File: src/rtl/hazard_unit.sv
// Pipeline hazard responder: load-use stall, PC-write drain, branch flush and E-stage operand forwarding.
// Stall/flush/forward outputs are combinational in the cycle the hazard is seen; FSM and counters are registered.
module hazard_unit #(
   parameter int CNT_W = 16
) (
   input  logic             clk_i,
   input  logic             reset_ni,
   input  logic [3:0]       RA1D_i,
   input  logic [3:0]       RA2D_i,
   input  logic [3:0]       WA3D_i,
   input  logic             MemtoRegE_i,
   input  logic             RegWriteM_i,
   input  logic             RegWriteW_i,
   input  logic             PCSrcW_i,
   input  logic             PCWrPendingF_i,
   input  logic             BranchTakenD_i,
   input  logic             CntClr_i,
   output logic             StallF_o,
   output logic             StallD_o,
   output logic             FlushD_o,
   output logic             FlushE_o,
   output logic [1:0]       ForwardAE_o,
   output logic [1:0]       ForwardBE_o,
   output logic [1:0]       HazState_o,
   output logic [CNT_W-1:0] StallCount_o,
   output logic [CNT_W-1:0] FlushCount_o
);

   typedef enum logic [1:0] {
      RUN      = 2'b00,
      LD_STALL = 2'b01,
      PC_DRAIN = 2'b10
   } state_e;

   localparam logic [CNT_W-1:0] CNT_MAX = '1;

   logic [3:0]       ra1e_q, ra2e_q, wa3e_q, wa3m_q, wa3w_q;
   logic [3:0]       ra1e_d, ra2e_d, wa3e_d;
   state_e           state_q, state_d;
   logic [CNT_W-1:0] stall_cnt_q, stall_cnt_d;
   logic [CNT_W-1:0] flush_cnt_q, flush_cnt_d;
   logic             ldr_stall;

   assign ldr_stall = MemtoRegE_i & ((RA1D_i == wa3e_q) | (RA2D_i == wa3e_q));

   assign StallF_o = ldr_stall | PCWrPendingF_i;
   assign StallD_o = ldr_stall;
   assign FlushD_o = PCWrPendingF_i | PCSrcW_i | BranchTakenD_i;
   assign FlushE_o = ldr_stall | BranchTakenD_i;

   // M-stage result is younger than W, so it wins when both match
   always_comb begin
      ForwardAE_o = 2'b00;
      if (RegWriteM_i && (ra1e_q == wa3m_q)) begin
         ForwardAE_o = 2'b10;
      end else if (RegWriteW_i && (ra1e_q == wa3w_q)) begin
         ForwardAE_o = 2'b01;
      end
      ForwardBE_o = 2'b00;
      if (RegWriteM_i && (ra2e_q == wa3m_q)) begin
         ForwardBE_o = 2'b10;
      end else if (RegWriteW_i && (ra2e_q == wa3w_q)) begin
         ForwardBE_o = 2'b01;
      end
   end

   always_comb begin
      ra1e_d = FlushE_o ? 4'd0 : RA1D_i;
      ra2e_d = FlushE_o ? 4'd0 : RA2D_i;
      wa3e_d = FlushE_o ? 4'd0 : WA3D_i;
   end

   always_ff @(posedge clk_i or negedge reset_ni) begin
      if (!reset_ni) begin
         ra1e_q <= 4'd0;
         ra2e_q <= 4'd0;
         wa3e_q <= 4'd0;
         wa3m_q <= 4'd0;
         wa3w_q <= 4'd0;
      end else begin
         ra1e_q <= ra1e_d;
         ra2e_q <= ra2e_d;
         wa3e_q <= wa3e_d;
         wa3m_q <= wa3e_q;
         wa3w_q <= wa3m_q;
      end
   end

   always_ff @(posedge clk_i or negedge reset_ni) begin
      if (!reset_ni) begin
         state_q <= RUN;
      end else begin
         state_q <= state_d;
      end
   end

   always_comb begin
      state_d = state_q;
      case (state_q)
         RUN: begin
            if (PCWrPendingF_i)  state_d = PC_DRAIN;
            else if (ldr_stall)  state_d = LD_STALL;
         end
         LD_STALL: begin
            state_d = PCWrPendingF_i ? PC_DRAIN : RUN;
         end
         PC_DRAIN: begin
            if (PCSrcW_i && !PCWrPendingF_i) state_d = RUN;
         end
         default: state_d = RUN;
      endcase
   end

   always_comb begin
      HazState_o = state_q;
   end

   always_comb begin
      stall_cnt_d = stall_cnt_q;
      flush_cnt_d = flush_cnt_q;
      if (CntClr_i) begin
         stall_cnt_d = '0;
         flush_cnt_d = '0;
      end else begin
         if (StallF_o && (stall_cnt_q != CNT_MAX)) stall_cnt_d = stall_cnt_q + CNT_W'(1);
         if (FlushE_o && (flush_cnt_q != CNT_MAX)) flush_cnt_d = flush_cnt_q + CNT_W'(1);
      end
   end

   always_ff @(posedge clk_i or negedge reset_ni) begin
      if (!reset_ni) begin
         stall_cnt_q <= '0;
         flush_cnt_q <= '0;
      end else begin
         stall_cnt_q <= stall_cnt_d;
         flush_cnt_q <= flush_cnt_d;
      end
   end

   assign StallCount_o = stall_cnt_q;
   assign FlushCount_o = flush_cnt_q;

endmodule

File: config.mk
export PLATFORM = sky130hd
export DESIGN_NAME = hazard_unit
export DESIGN_NICKNAME = d
export VERILOG_FILES = /design/src/rtl/hazard_unit.sv
export SDC_FILE = /design/constraint.sdc
export NUM_CORES = 1
export LEC_CHECK = 0
export CELL_PAD_IN_SITES_DETAIL_PLACEMENT = 0
export CELL_PAD_IN_SITES_GLOBAL_PLACEMENT = 1
export CORE_MARGIN = 2
export CORE_UTILIZATION = 34
export DETAILED_ROUTE_END_ITERATION = 8
export PLACE_DENSITY_LB_ADDON = 0.1
export SLEW_MARGIN = 20
export SYNTH_ARGS = -nofsm -noshare
export SYNTH_HDL_FRONTEND = slang
export SYNTH_SLANG_ARGS = --single-unit
File: constraint.sdc
create_clock -name clk_i -period 1.87 [get_ports clk_i]
set_input_delay 0.374 -clock clk_i [delete_from_list [all_inputs] [get_ports clk_i]]
set_output_delay 0.374 -clock clk_i [all_outputs]
set_load 0.05 [all_outputs]
==> results.cfg <==
[status]
status = finished, violations left
violations = negative setup slack

[critical_path]
r2r-start = wa3e_q[1]$_DFF_PN0_
critPathRequiredTime_ns = 1.50
crit_arrival_ns = 1.78
critPathMaxFanout = 4
rrSetupSlack_ns = -0.25
ff2ff_path_depth = 8
path_delay_family = flip-flops
r2r-end = StallCount_o[9]$_DFFE_PN0P_
slowest_delay_ns = 0.45
crit_path_cell_trace = xnor2_1 -> nand4_1 -> a21boi_4 -> buf_6 -> or2_4 -> buf_12
slowest_stage = dfrtp_1
setup.worst_path.class = reg2out
endpoint_kind = primary output
start_kind = flop
path_buf_inv = 2

[run]
cap_viol_max_count = 0

[power_and_ir_drop]
cellPowerDensity_mw_per_mm2 = 639.0
p_int_mw = 1.843
total_leakage_power_nw = 1.748
p_sw_uw = 696.9
ir_drop_v = 0.0005096
clkPwrFrac_pct = 30.5
fin_total_pwr_mw = 2.540
seqPwrFrac_pct = 49.3
combPwrFrac_pct = 20.2
switching_share_pct = 27.43

[grt]
grt_pass1_vias = 2135
grt_max_degree = 55
grtUsageTotal_pct = 15.64
antenna_found_initial = 0
overflow = 0
grt_pass1_wl_mm = 10.72

[placed_design]
dp_cells = 441
hpwl_mm = 4.773
portBuffers = 62
place_congestion = 0.7882
place_ws_ns = -0.5900

[clocking]
clock_latency_ns = 0.31
cts_made_buffers = 5
ctsLongestPathBuffers = 2
cts-root-buf = clkbuf_8
clk_pin_slew_ns = 0.10
cts_max_level = 2
cts_sinks = 54
cts_tree = done

[synthesis]
synth-compound-area-share_pct = 10.71
synth_top_family_by_area = simple AND/OR/NAND/NOR gates
ys_ff_latch = 54
syn_inst = 261
muxShareOfSynthArea_pct = 1.577
synth-simple-area-share_pct = 20.64
ys.flop_type = dfrtp_1
ys_warn_count = 0
synth_fp_nets = 284
synth_top_cell_by_area = dfrtp_1
synth_area_leaders = dfrtp_1 (50%), xor2_1 (8.8%), xnor2_1 (4.5%)
yosys.area.top_type_share_pct = 50.09
synth_edf_count = 0
synthDistinctLibCells = 35
synth-xor-area-share_pct = 13.31
async_flop_share_pct = 100.0
syn_area_per_cell_um2 = 10.34
syn-cell-area_mm2 = 0.002698
seq_area_frac_synth_pct = 50.09
synth_fa_ha_area_share_pct = 0.9276

[floorplan]
dieArea_mm2 = 0.008663
dieHeight_um = 93.08
ioPinCount = 63
initial_utilization_pct = 35.09
die_x_um = 93.08
row_count = 32
design.core.area_mm2 = 0.007687

[route]
ant_nets = 0
wl_per_cell_um = 14.45
drt_pass1_iterations = 4
initialDrtViolationCount = 88
num_vias = 2268
drc = 0
totalWireLength_mm = 6.660
vias_per_cell = 4.920

[layout]
final_cell_mix = buf_4 (65), dfrtp_1 (37), xor2_1 (26)
drive_above_1_share_pct = 36.49
final_common_cell = buf_4
nets = 381
n_antenna_cell = 0
area_delta_synth_final_pct = 47.36
finalNonFillerCells = 461

[hold_path]
hold_path.class = in2async

[sta]
setup_viol = 21
min_period_over_period_pct = 115.0
finalCriticalPeriod_ns = 2.151
rsz0062_at_grt = yes
slew_violations = 0
relSlewSlack_pct = 64.40
fin_skew_ns = 0.01409
hold_violations = 0
setup_ws_ns = -0.2807
tightest_slew_ns = 0.5320
max_freq_mhz = 465.0
==> how the worst max path moves through the flow <==
stage                              from                      endpoint  depth (start not counted)
floorplan           wa3m_q[1]$_DFF_PN0_                ForwardBE_o[0]                          4
global placement              RA1D_i[1]   StallCount_o[9]$_DFFE_PN0P_                          7
detailed placement            RA1D_i[1]  StallCount_o[15]$_DFFE_PN0P_                          7
CTS                 wa3e_q[1]$_DFF_PN0_                      StallF_o                          6
global route        wa3e_q[1]$_DFF_PN0_                      StallF_o                          6
finish              wa3e_q[1]$_DFF_PN0_                      StallF_o                          6
==> area by class of cell <==
cell class              instances  area, um2
fillers                       742       3712
multi-input cells             193       1446
flip-flops and latches         54       1373
repair buffers                100      904.6
well taps                     102      127.6
clock buffers                   7      76.32
clock inverters                 1      30.03
inverters                       4      17.52
==> power by group through the flow <==
stage,Sequential (mW),Clock [mW],Combinational (mW)
global placement,1.27,0,0.472
detailed placement,1.27,0,0.473
finish,1.25,0.776,0.514
floorplan,1.32,0,0.216
global route,1.26,0.856,0.558
CTS,1.25,0.812,0.502
==> registers in the layout (all words and copies together) (netlist names) <==
signal,count
wa3e_q,4
HazState_o,2
wa3w_q,4
StallCount_o,16
FlushCount_o,16
wa3m_q,4
ra1e_q,4
ra2e_q,4
==> what timing repair did <==
item                                    4_1_cts  5_1_grt
buffers inserted                              7        5
pin swaps                                     8       10
gates resized for setup                      22       13
cloned                                        0        1
endpoints found under the hold margin         0        0
endpoints found under the setup margin       45       38
hold buffers                                  0        0
==> stage by stage <==
| step | setup TNS [ns] | util, % | cell area [um2] | hold WS, ns |
|---|---|---|---|---|
| floorplan | -0.1929 | - | 2804 | 0.07841 |
| global placement | -21.88 | 47.51 | 3652 | 0.3964 |
| detailed placement | -21.05 | 47.51 | 3652 | 0.3953 |
| CTS | -3.159 | 50.42 | 3876 | 0.05311 |
| global route | -6.071 | 51.71 | 3975 | 0.05766 |
| finish | -3.316 | 51.71 | 3975 | 0.03306 |
==> metal layers <==
metal | GRT usage, % | share of wire [%] | vias to the layer above
li1 | - | - | 1113
met1 | 21.59 | 45 | 1110
met2 | 25.36 | 50 | 41
met3 | 3.465 | 4.4 | 4
met4 | 3.309 | 0.71 | 0
met5 | 0 | 0 | -
==> cell usage after synthesis (all sizes together) (3+ instances only) <==
master,number
a21oi,13
or4,11
nand3,8
xor2,27
buf,4
nand2,14
dfrtp,54
and4,4
clkbuf,7
nor3,4
o211ai,12
nor2b,3
o21ai,5
and2,14
nand4,5
inv,4
nor2,27
o31ai,10
xnor2,14
and3,6
==> cells by family (layout without fill, tap and decap cells) <==
logic type	count (synthesis)	after routing
muxes	4	4
xor gates and xnor gates	41	41
DFF	54	54
AOI/OAI and AO/OA	43	44
and+or+nand+nor	102	102
buffers and inverters	15	112
adders and majority gates	2	2
No activity file was read; power rests on OpenSTA's default activity.
